==> config.mk <==
export PLATFORM = sky130hd
export DESIGN_NAME = calc1_top_flat
export DESIGN_NICKNAME = d
export VERILOG_FILES = /design/src/rtl/calc1_pkg.sv /design/src/rtl/calc1_if.sv /design/src/rtl/calc1_port.sv /design/src/rtl/calc1_top.sv /design/src/flat_wrapper.sv
export SDC_FILE = /design/constraint.sdc
export NUM_CORES = 2
export LEC_CHECK = 0
export BUFFER_PORTS_ARGS = -buffer_cell sky130_fd_sc_hd__buf_2
export CORE_ASPECT_RATIO = 0.5
export CORE_MARGIN = 2
export CORE_UTILIZATION = 45
export DETAILED_ROUTE_END_ITERATION = 10
export PLACE_DENSITY = 0.77
export SYNTH_ARGS = -nofsm -noshare
export SYNTH_HDL_FRONTEND = slang
export SYNTH_SLANG_ARGS = --single-unit
==> constraint.sdc <==
create_clock -name c_clk -period 52.4 [get_ports c_clk]
set_input_delay 0 -clock c_clk [delete_from_list [all_inputs] [get_ports c_clk]]
set_output_delay 0 -clock c_clk [all_outputs]
set_load 0.005 [all_outputs]
==> src/rtl/calc1_pkg.sv <==
// -----------------------------------------------------------------------------
// calc1_pkg
// Shared definitions for the four-port 32-bit calculator:
//   - operand/result width and port count
//   - command codes, response codes, per-port FSM state codes
//   - result_t (response code + data) and calc_op(), the combinational ALU
//     that turns a latched command and its two operands into a response.
// All vectors follow the block's big-endian convention (bit 0 = MSB).
// -----------------------------------------------------------------------------
package calc1_pkg;

   localparam int DW    = 32;
   localparam int NPORT = 4;

   typedef logic [0:3]    cmd_t;
   typedef logic [0:1]    resp_t;
   typedef logic [0:DW-1] data_t;

   localparam cmd_t CMD_NOP = 4'd0;
   localparam cmd_t CMD_ADD = 4'd1;
   localparam cmd_t CMD_SUB = 4'd2;
   localparam cmd_t CMD_SHL = 4'd5;
   localparam cmd_t CMD_SHR = 4'd6;

   localparam resp_t RESP_NONE = 2'd0;
   localparam resp_t RESP_OK   = 2'd1;
   localparam resp_t RESP_ERR  = 2'd2;

   localparam logic [1:0] ST_IDLE = 2'd0;
   localparam logic [1:0] ST_OP2  = 2'd1;
   localparam logic [1:0] ST_RESP = 2'd2;

   typedef struct packed {
      resp_t resp;
      data_t data;
   } result_t;

   // Error is the fall-through answer: invalid commands, add carry-out and
   // subtract underflow all report RESP_ERR with zero data.
   function automatic result_t calc_op(input cmd_t cmd, input data_t op1, input data_t op2);
      logic [DW:0] sum;
      result_t     r;
      // NOTE: every output gets a value before the case, so no path can leave
      // it unassigned; the same habit keeps always_comb blocks latch-free.
      r.resp = RESP_ERR;
      r.data = '0;
      sum    = {1'b0, op1} + {1'b0, op2};
      case (cmd)
         CMD_ADD: begin
            if (!sum[DW]) begin
               r.resp = RESP_OK;
               r.data = sum[DW-1:0];
            end
         end
         CMD_SUB: begin
            if (op2 <= op1) begin
               r.resp = RESP_OK;
               r.data = op1 - op2;
            end
         end
         // Shift amount is the low five bits of operand2 (bits 27..31 big-endian).
         CMD_SHL: begin
            r.resp = RESP_OK;
            r.data = op1 << op2[DW-5:DW-1];
         end
         CMD_SHR: begin
            r.resp = RESP_OK;
            r.data = op1 >> op2[DW-5:DW-1];
         end
         default: ;
      endcase
      return r;
   endfunction

endpackage

==> src/rtl/calc1_if.sv <==
// -----------------------------------------------------------------------------
// calc1_if
// One requester channel of the calculator.
//   cmd_in   [0:3]  command, sampled in the first cycle of a request
//   data_in  [0:31] operand1 in the first cycle, operand2 in the second
//   out_data [0:31] result, meaningful only while out_resp != 0
//   out_resp [0:1]  0 none, 1 success, 2 error
// Modports: master = requester side, slave = calculator side.
// -----------------------------------------------------------------------------
interface calc1_if;
   import calc1_pkg::*;

   cmd_t  cmd_in;
   data_t data_in;
   data_t out_data;
   resp_t out_resp;

   modport master (
      output cmd_in,
      output data_in,
      input  out_data,
      input  out_resp
   );

   modport slave (
      input  cmd_in,
      input  data_in,
      output out_data,
      output out_resp
   );

endinterface

==> src/rtl/calc1_port.sv <==
// -----------------------------------------------------------------------------
// calc1_port
// One independent calculator channel: IDLE -> OP2 -> RESP -> IDLE.
//   clk  in  rising-edge clock
//   rst  in  asynchronous, active-high reset
//   req  calc1_if.slave channel
// A nonzero command in IDLE latches command and operand1; the next edge
// latches operand2; the edge after that loads the registered response, which
// is held for exactly one cycle before the outputs return to zero.
// -----------------------------------------------------------------------------
module calc1_port
   import calc1_pkg::*;
(
   input  logic   clk,
   input  logic   rst,
   calc1_if.slave req
);

   logic [1:0] state;
   cmd_t       cmd_q;
   data_t      op1_q;
   data_t      op2_q;
   resp_t      out_resp_q;
   data_t      out_data_q;
   result_t    res;

   // ALU sees only latched values, so mid-request input activity is ignored.
   assign res = calc_op(cmd_q, op1_q, op2_q);

   always_ff @(posedge clk or posedge rst) begin
      if (rst) begin
         state      <= ST_IDLE;
         cmd_q      <= CMD_NOP;
         op1_q      <= '0;
         op2_q      <= '0;
         out_resp_q <= RESP_NONE;
         out_data_q <= '0;
      end else begin
         // NOTE: non-blocking assignments throughout, so every register here
         // samples the pre-edge values regardless of statement order.
         out_resp_q <= RESP_NONE;
         out_data_q <= '0;
         case (state)
            ST_IDLE: begin
               if (req.cmd_in != CMD_NOP) begin
                  cmd_q <= req.cmd_in;
                  op1_q <= req.data_in;
                  state <= ST_OP2;
               end
            end
            // Command input is deliberately not looked at here.
            ST_OP2: begin
               op2_q <= req.data_in;
               state <= ST_RESP;
            end
            ST_RESP: begin
               out_resp_q <= res.resp;
               out_data_q <= res.data;
               state      <= ST_IDLE;
            end
            default: state <= ST_IDLE;
         endcase
      end
   end

   assign req.out_resp = out_resp_q;
   assign req.out_data = out_data_q;

endmodule

==> src/rtl/calc1_top.sv <==
// -----------------------------------------------------------------------------
// calc1_top
// Four-port 32-bit integer calculator; each port is a fully independent
// calc1_port channel sharing clock and reset.
//   c_clk      in   clock, rising edge
//   reset      in   [1:7] asynchronous, active-high; any set bit resets
//   req1..req4 calc1_if.slave request/response channels
// -----------------------------------------------------------------------------
module calc1_top
   import calc1_pkg::*;
(
   input  logic       c_clk,
   input  logic [1:7] reset,
   calc1_if.slave     req1,
   calc1_if.slave     req2,
   calc1_if.slave     req3,
   calc1_if.slave     req4
);

   logic rst;

   assign rst = |reset;

   calc1_port u_port1 (.clk(c_clk), .rst(rst), .req(req1));
   calc1_port u_port2 (.clk(c_clk), .rst(rst), .req(req2));
   calc1_port u_port3 (.clk(c_clk), .rst(rst), .req(req3));
   calc1_port u_port4 (.clk(c_clk), .rst(rst), .req(req4));

endmodule

==> src/flat_wrapper.sv <==
// flat-port wrapper written by rule: the top's interface ports become plain ports
module calc1_top_flat import calc1_pkg::*;
  (c_clk, reset, req1_cmd_in, req1_data_in, req1_out_data, req1_out_resp, req2_cmd_in, req2_data_in, req2_out_data, req2_out_resp, req3_cmd_in, req3_data_in, req3_out_data, req3_out_resp, req4_cmd_in, req4_data_in, req4_out_data, req4_out_resp);
  calc1_if req1_i ();
  calc1_if req2_i ();
  calc1_if req3_i ();
  calc1_if req4_i ();
  input  logic c_clk;
  input  logic [1:7] reset;
  input wire logic [$bits(req1_i.cmd_in)-1:0] req1_cmd_in;
  input wire logic [$bits(req1_i.data_in)-1:0] req1_data_in;
  output wire logic [$bits(req1_i.out_data)-1:0] req1_out_data;
  output wire logic [$bits(req1_i.out_resp)-1:0] req1_out_resp;
  input wire logic [$bits(req2_i.cmd_in)-1:0] req2_cmd_in;
  input wire logic [$bits(req2_i.data_in)-1:0] req2_data_in;
  output wire logic [$bits(req2_i.out_data)-1:0] req2_out_data;
  output wire logic [$bits(req2_i.out_resp)-1:0] req2_out_resp;
  input wire logic [$bits(req3_i.cmd_in)-1:0] req3_cmd_in;
  input wire logic [$bits(req3_i.data_in)-1:0] req3_data_in;
  output wire logic [$bits(req3_i.out_data)-1:0] req3_out_data;
  output wire logic [$bits(req3_i.out_resp)-1:0] req3_out_resp;
  input wire logic [$bits(req4_i.cmd_in)-1:0] req4_cmd_in;
  input wire logic [$bits(req4_i.data_in)-1:0] req4_data_in;
  output wire logic [$bits(req4_i.out_data)-1:0] req4_out_data;
  output wire logic [$bits(req4_i.out_resp)-1:0] req4_out_resp;
  assign req1_i.cmd_in = req1_cmd_in;
  assign req1_i.data_in = req1_data_in;
  assign req1_out_data = req1_i.out_data;
  assign req1_out_resp = req1_i.out_resp;
  assign req2_i.cmd_in = req2_cmd_in;
  assign req2_i.data_in = req2_data_in;
  assign req2_out_data = req2_i.out_data;
  assign req2_out_resp = req2_i.out_resp;
  assign req3_i.cmd_in = req3_cmd_in;
  assign req3_i.data_in = req3_data_in;
  assign req3_out_data = req3_i.out_data;
  assign req3_out_resp = req3_i.out_resp;
  assign req4_i.cmd_in = req4_cmd_in;
  assign req4_i.data_in = req4_data_in;
  assign req4_out_data = req4_i.out_data;
  assign req4_out_resp = req4_i.out_resp;
  calc1_top u_core (.c_clk(c_clk), .reset(reset), .req1(req1_i), .req2(req2_i), .req3(req3_i), .req4(req4_i));
endmodule
# Word level (Yosys, flattened, before mapping)
# Index checks and enable logic that the tools add are counted.
# op_classes
n_addsub,8
mul,0
div,0
magnitude_cmp,4
n_eq_ne,28
shift,8
muxes,28
bitwise,0
n_reduce_logical,13
# op_table
operator,n
34-bit case mux with 4 select lines,4
34-bit 2-to-1 mux,8
32-bit by 32-bit adder with 33-bit output,4
32-bit <= comparator,4
32-bit 2-to-1 mux,4
32-bit by 5-bit << shifter with 32-bit output,4
32-bit by 5-bit >> shifter with 32-bit output,4
32-bit subtractor,4
4-bit by 3-bit equality test with 1-bit output (second input constant),8
4-bit by 1-bit equality test with 1-bit output (second input constant),4
4-bit by 2-bit equality test with 1-bit output (second input constant),4
2-bit 2-to-1 mux,8
2-bit case mux with 2 select lines,4
4-bit nonzero test,4
2-bit by 1-bit equality test with 1-bit output (second input constant),4
2-bit equality test (second input constant),4
2-bit logical NOT,4
2-bit != test (second input constant),4
2-bit AND reduction,4
7-bit OR reduction,1
# word_totals
regBits,416
latch_bits,0
ram_bits,0
rom_bits,0
in_bits,152
out_inout_bits,136
elab_cells,113
n_memories,0

# Logic depth before layout (Yosys ltp)
# logic_depth
depth_word,4
ltp_mapped,20
mapped_depth_nobuf,14

# Modules after synthesis
# From an unflattened synthesis, not the netlist that was laid out.
# hier_totals
hier_cells,5358
hier_area_um2,43739.4
# modules_own_cells
mod,instances,cells_per_inst,area_per_inst_um2,seq_area_each_um2
calc1_port (u_core.u_port2 ...),3,1315,10918.0,2602.5
calc1_port (u_core.u_port1),1,1410,10970.5,2602.5
calc1_top,1,3,15.0,0.0

# Worst setup path before layout
# No wires, ideal clock.
# synth_path
kind,flip-flop to flip-flop
from,register u_core.u_port2.op2_q[2]
to,register u_core.u_port2.out_data_q[0] (netlist: u_core.u_port2.req.out_data[0])
setup_ps,132
t_arrival_ps,4265
t_required_ps,52268
path_slack_ps,48003
path_stages_with_launch,20
path_buffers,6
synth_period_minus_slack_ps,4397
path_cell_list,dfrtp_1 > clkbuf_1 > buf_1 > inv_1 > buf_1 > buf_1 > ha_1 > buf_2 > o21bai_1 > o211ai_1 > a211oi_1 > o211ai_2 > a21boi_1 > a31o_2 > a21o_1 > a31o_2 > clkbuf_1 > a21oi_1 > a311oi_1 > nor2_1
# synth_between
elab_chain_cells,4
elab_cells_between_ends,8
cone_classes,1 x add/sub; 1 x order compare; 2 x shift; 4 x mux
# synth_rtl
item,line,source
"start, declared",calc1_port.sv:22,data_t op2_q;
"start signal, assigned",calc1_port.sv:53,op2_q <= req.data_in;
32-bit by 32-bit adder with 33-bit output or 32-bit <= comparator (tied branches),"calc1_pkg.sv:47, calc1_pkg.sv:56",
"34-bit 2-to-1 mux, on equally long branches","calc1_pkg.sv:50, calc1_pkg.sv:56",
34-bit case mux with 4 select lines (*),calc1_pkg.sv:48,case (cmd)
32-bit 2-to-1 mux (*),calc1_port.sv:43,case (state)
"end signal, assigned",calc1_port.sv:58,out_data_q <= res.data;
"end, declared",calc1_port.sv:24,data_t out_data_q;
# Every way passes the cells marked *; elsewhere a longest branch is shown, timed or not.
# A chain may end at the register's enable or synchronous reset.

# Worst setup path after layout
# layout_path
from,register u_core.u_port4.op2_q[2]
to,register u_core.u_port4.out_data_q[27] (netlist: u_core.u_port4.req.out_data[27])
# layout_between
elab_chain_cells,4
elab_cells_between_ends,9
cone_classes,2 x add/sub; 1 x order compare; 2 x shift; 4 x mux
# layout_rtl
item,line,source
"start, declared",calc1_port.sv:22,
"start signal, assigned",calc1_port.sv:53,
32-bit subtractor (tied with other cells),calc1_pkg.sv:58,r.data = op1 - op2;
"34-bit 2-to-1 mux, on equally long branches","calc1_pkg.sv:56, calc1_pkg.sv:50",
34-bit case mux with 4 select lines (*),calc1_pkg.sv:48,
32-bit 2-to-1 mux (*),calc1_port.sv:43,
"end signal, assigned",calc1_port.sv:58,
"end, declared",calc1_port.sv:24,
# Marks and branches as above.

==> impl_metrics.yaml <==
cts:
  ctsRootBufferMaster: "clkbuf_16"
  h-tree-depth: 2
  cts_tree: "built"
  post_cts_buffers: 0
  cts_made_buffers: 44
  cts_buffer_depth: 3
  cts.sink_count: 416
  clk_latency_ps: 640
  clkTransAtPathRegs_ps: 70
drt:
  met2_length_um: 76400
  drt-total-wl_um: 174000
  met3_wirelength_um: 16600
  drt-initial-drc-count: 5834
  vias: 44620
  drc: 0
  highest_layer: "met5"
  ant_nets: 0
  drtPass1Iterations: 7
  wl_met1_um: 75400
  viasPerCell: 6.45
  wl_per_cell_um: 25.2
timing:
  fin_setup_tns_ps: 0
  slew_headroom: 0.200
  finalHoldViolations: 0
  min_period_ps: 5660
  rsz0062_at_grt: "false"
  finClkSkew_ps: 33.1
  fmax_mhz: 177
  setup_viol: 0
  fin_crit_sh: 0.108
  worst_slack_ps: 46740
  worst_pin_slew_ps: 1200
  report.final.slew_viol_count: 0
die:
  initial_core_util: 0.452
  design.core.area_sq_um: 92500
  rows: 79
  ios: 288
  die_area_sq_um: 95600
  die-width_um: 435
  die_y_um: 220
worst_setup_path:
  cp_max_fo: 79
  crit_arrival_ps: 6230
  worstSetupPathType: "reg -> reg"
  required_ps: 52970
  endpoint_kind: "register"
  cp-start-kind: "register"
synth:
  synthFlopType: "dfrtp_1"
  syn-num-nets: 5823
  synth_warnings: 0
  netlist_area_sq_um: 41800
  synth_edf_count: 0
  synthDistinctLibCells: 97
  ys_seq_elements: 416
  avgSynthCellArea_sq_um: 7.75
  synth-async-reset-ratio: 1.00
  ys_seq_area_frac: 0.249
  synthesis.instances: 5403
grt:
  grt_max_degree: 157
  grt_usage: 0.350
  grt_pass1_vias: 41549
  grt_first_pass_wirelength_um: 263000
  overflow: 0
  antenna_found_initial: 11
finish:
  layout_common_cells: "nor2_1, nand2_1, a21oi_1"
  syn_to_final_growth_pct: 13.6
  fillers: 8878
  final_net_count: 6046
  instances_no_fill: 6921
  stdcell_area_sq_um: 47500
  final_common_cell: "nor2_1"
  drive_gt1_frac: 0.138
run:
  drv_cap: 0
placement:
  dp_cells: 6646
  place_area_sq_um: 44100
  place_congestion: 1.04
  numPortBuffers: 287
  dpl_worst_slack_ps: 46880
  place_hpwl_um: 131000
hold_path:
  min_path_type: "in -> reg"
run_status:
  run_status: "completed"
==> cell usage after synthesis, drive strengths merged (27+ instances only) <==
library cell	number	area share
nor2	645	0.058
nand2	585	0.052
a21oi	545	0.065
o21ai	419	0.050
dfrtp	416	0.25
inv	280	0.025
clkbuf	274	0.025
ha	260	0.078
mux2i	206	0.049
mux2	199	0.054
o22ai	112	0.017
buf	95	0.0098
xnor2	93	0.019
nand2b	87	0.013
nor3	81	0.0098
a31oi	75	0.012
o21bai	70	0.013
a211oi	69	0.012
o211ai	68	0.012
nand3	67	0.0080
a21o	65	0.012
mux4	65	0.035
nor2b	45	0.0067
a221oi	38	0.0085
nor4	38	0.0057
o221ai	32	0.0067
o31ai	32	0.0061
a22oi	29	0.0052
a221o	27	0.0065
==> critical path: stages (launching register included) <==
cell       delay [ps]
dfrtp_2           340
buf_4             580
clkinv_1          140
buf_4             330
ha_1              530
nor2_1            120
o211ai_2          230
a31oi_2           170
a221oi_4          320
o41ai_2           160
a2111oi_4         590
o21ai_2           190
o21ai_2           940
nand2_1           410
nor4_1            350
or3_1             160
==> final cells by class <==
type | instances | area [sq um] | area share
clock inverters | 26 | 372 | 0.00782
clock buffers | 55 | 1190 | 0.0251
flip-flops and latches | 416 | 10400 | 0.219
inverters | 290 | 1090 | 0.0229
multi-input cells | 4328 | 29000 | 0.610
repair buffers | 546 | 3870 | 0.0813
diodes | 5 | 12.5 | 0.000263
well taps | 1255 | 1570 | 0.0330
==> metrics by stage <==
step / hold slack, ps / util
final: 110 / 0.514
after floorplan: 105 / -
after detailed placement: 210 / 0.476
after CTS: 87.2 / 0.514
after global placement: 204 / 0.476
after global routing: 119 / 0.514
==> metal layers <==
layer / track usage / vias to the layer above
met2: 0.543 / 2371
met5: 0 / -
met1: 0.494 / 21829
li1: - / 20022
met3: 0.0667 / 390
met4: 0.108 / 8
==> kinds of logic (layout without fill, tap and decap cells) <==
kind of cell    Yosys count  after routing  synth area share
buf+inv                 659            917            0.0604
flops                   416            416             0.249
other cells               0              5                 0
simple gates           1678           1678             0.174
fa+ha+maj               268            268            0.0816
xor+xnor                109            109            0.0228
compound gates         1803           1803             0.274
mux                     470            470             0.138
==> final timing paths <==
kind	start	endpoint	slack, ps	cells after the start
setup / recovery	u_core.u_port4.op2_q[2]	u_core.u_port4.req.out_data[27]	46740	15
setup reg to reg	u_core.u_port4.op2_q[2]	u_core.u_port4.req.out_data[27]	46740	15
hold reg to reg	u_core.u_port2.cmd_q[0]	u_core.u_port2.cmd_q[0]	530	1
min in group asynchronous	reset[7]	u_core.u_port2.req.out_data[14]	460	4
hold / removal	req4_data_in[15]	u_core.u_port4.op2_q[15]	110	4
max in group asynchronous	reset[4]	u_core.u_port4.op2_q[3]	49020	7
==> what timing repair did <==
action,in CTS,in global routing
hold buffers,189,0
gates resized for setup,0,0
endpoints found under the hold margin,323,0
Power is left out: the tool's default activity adds up to more than one toggle a clock period on the data nets, which glitch-free logic cannot reach.
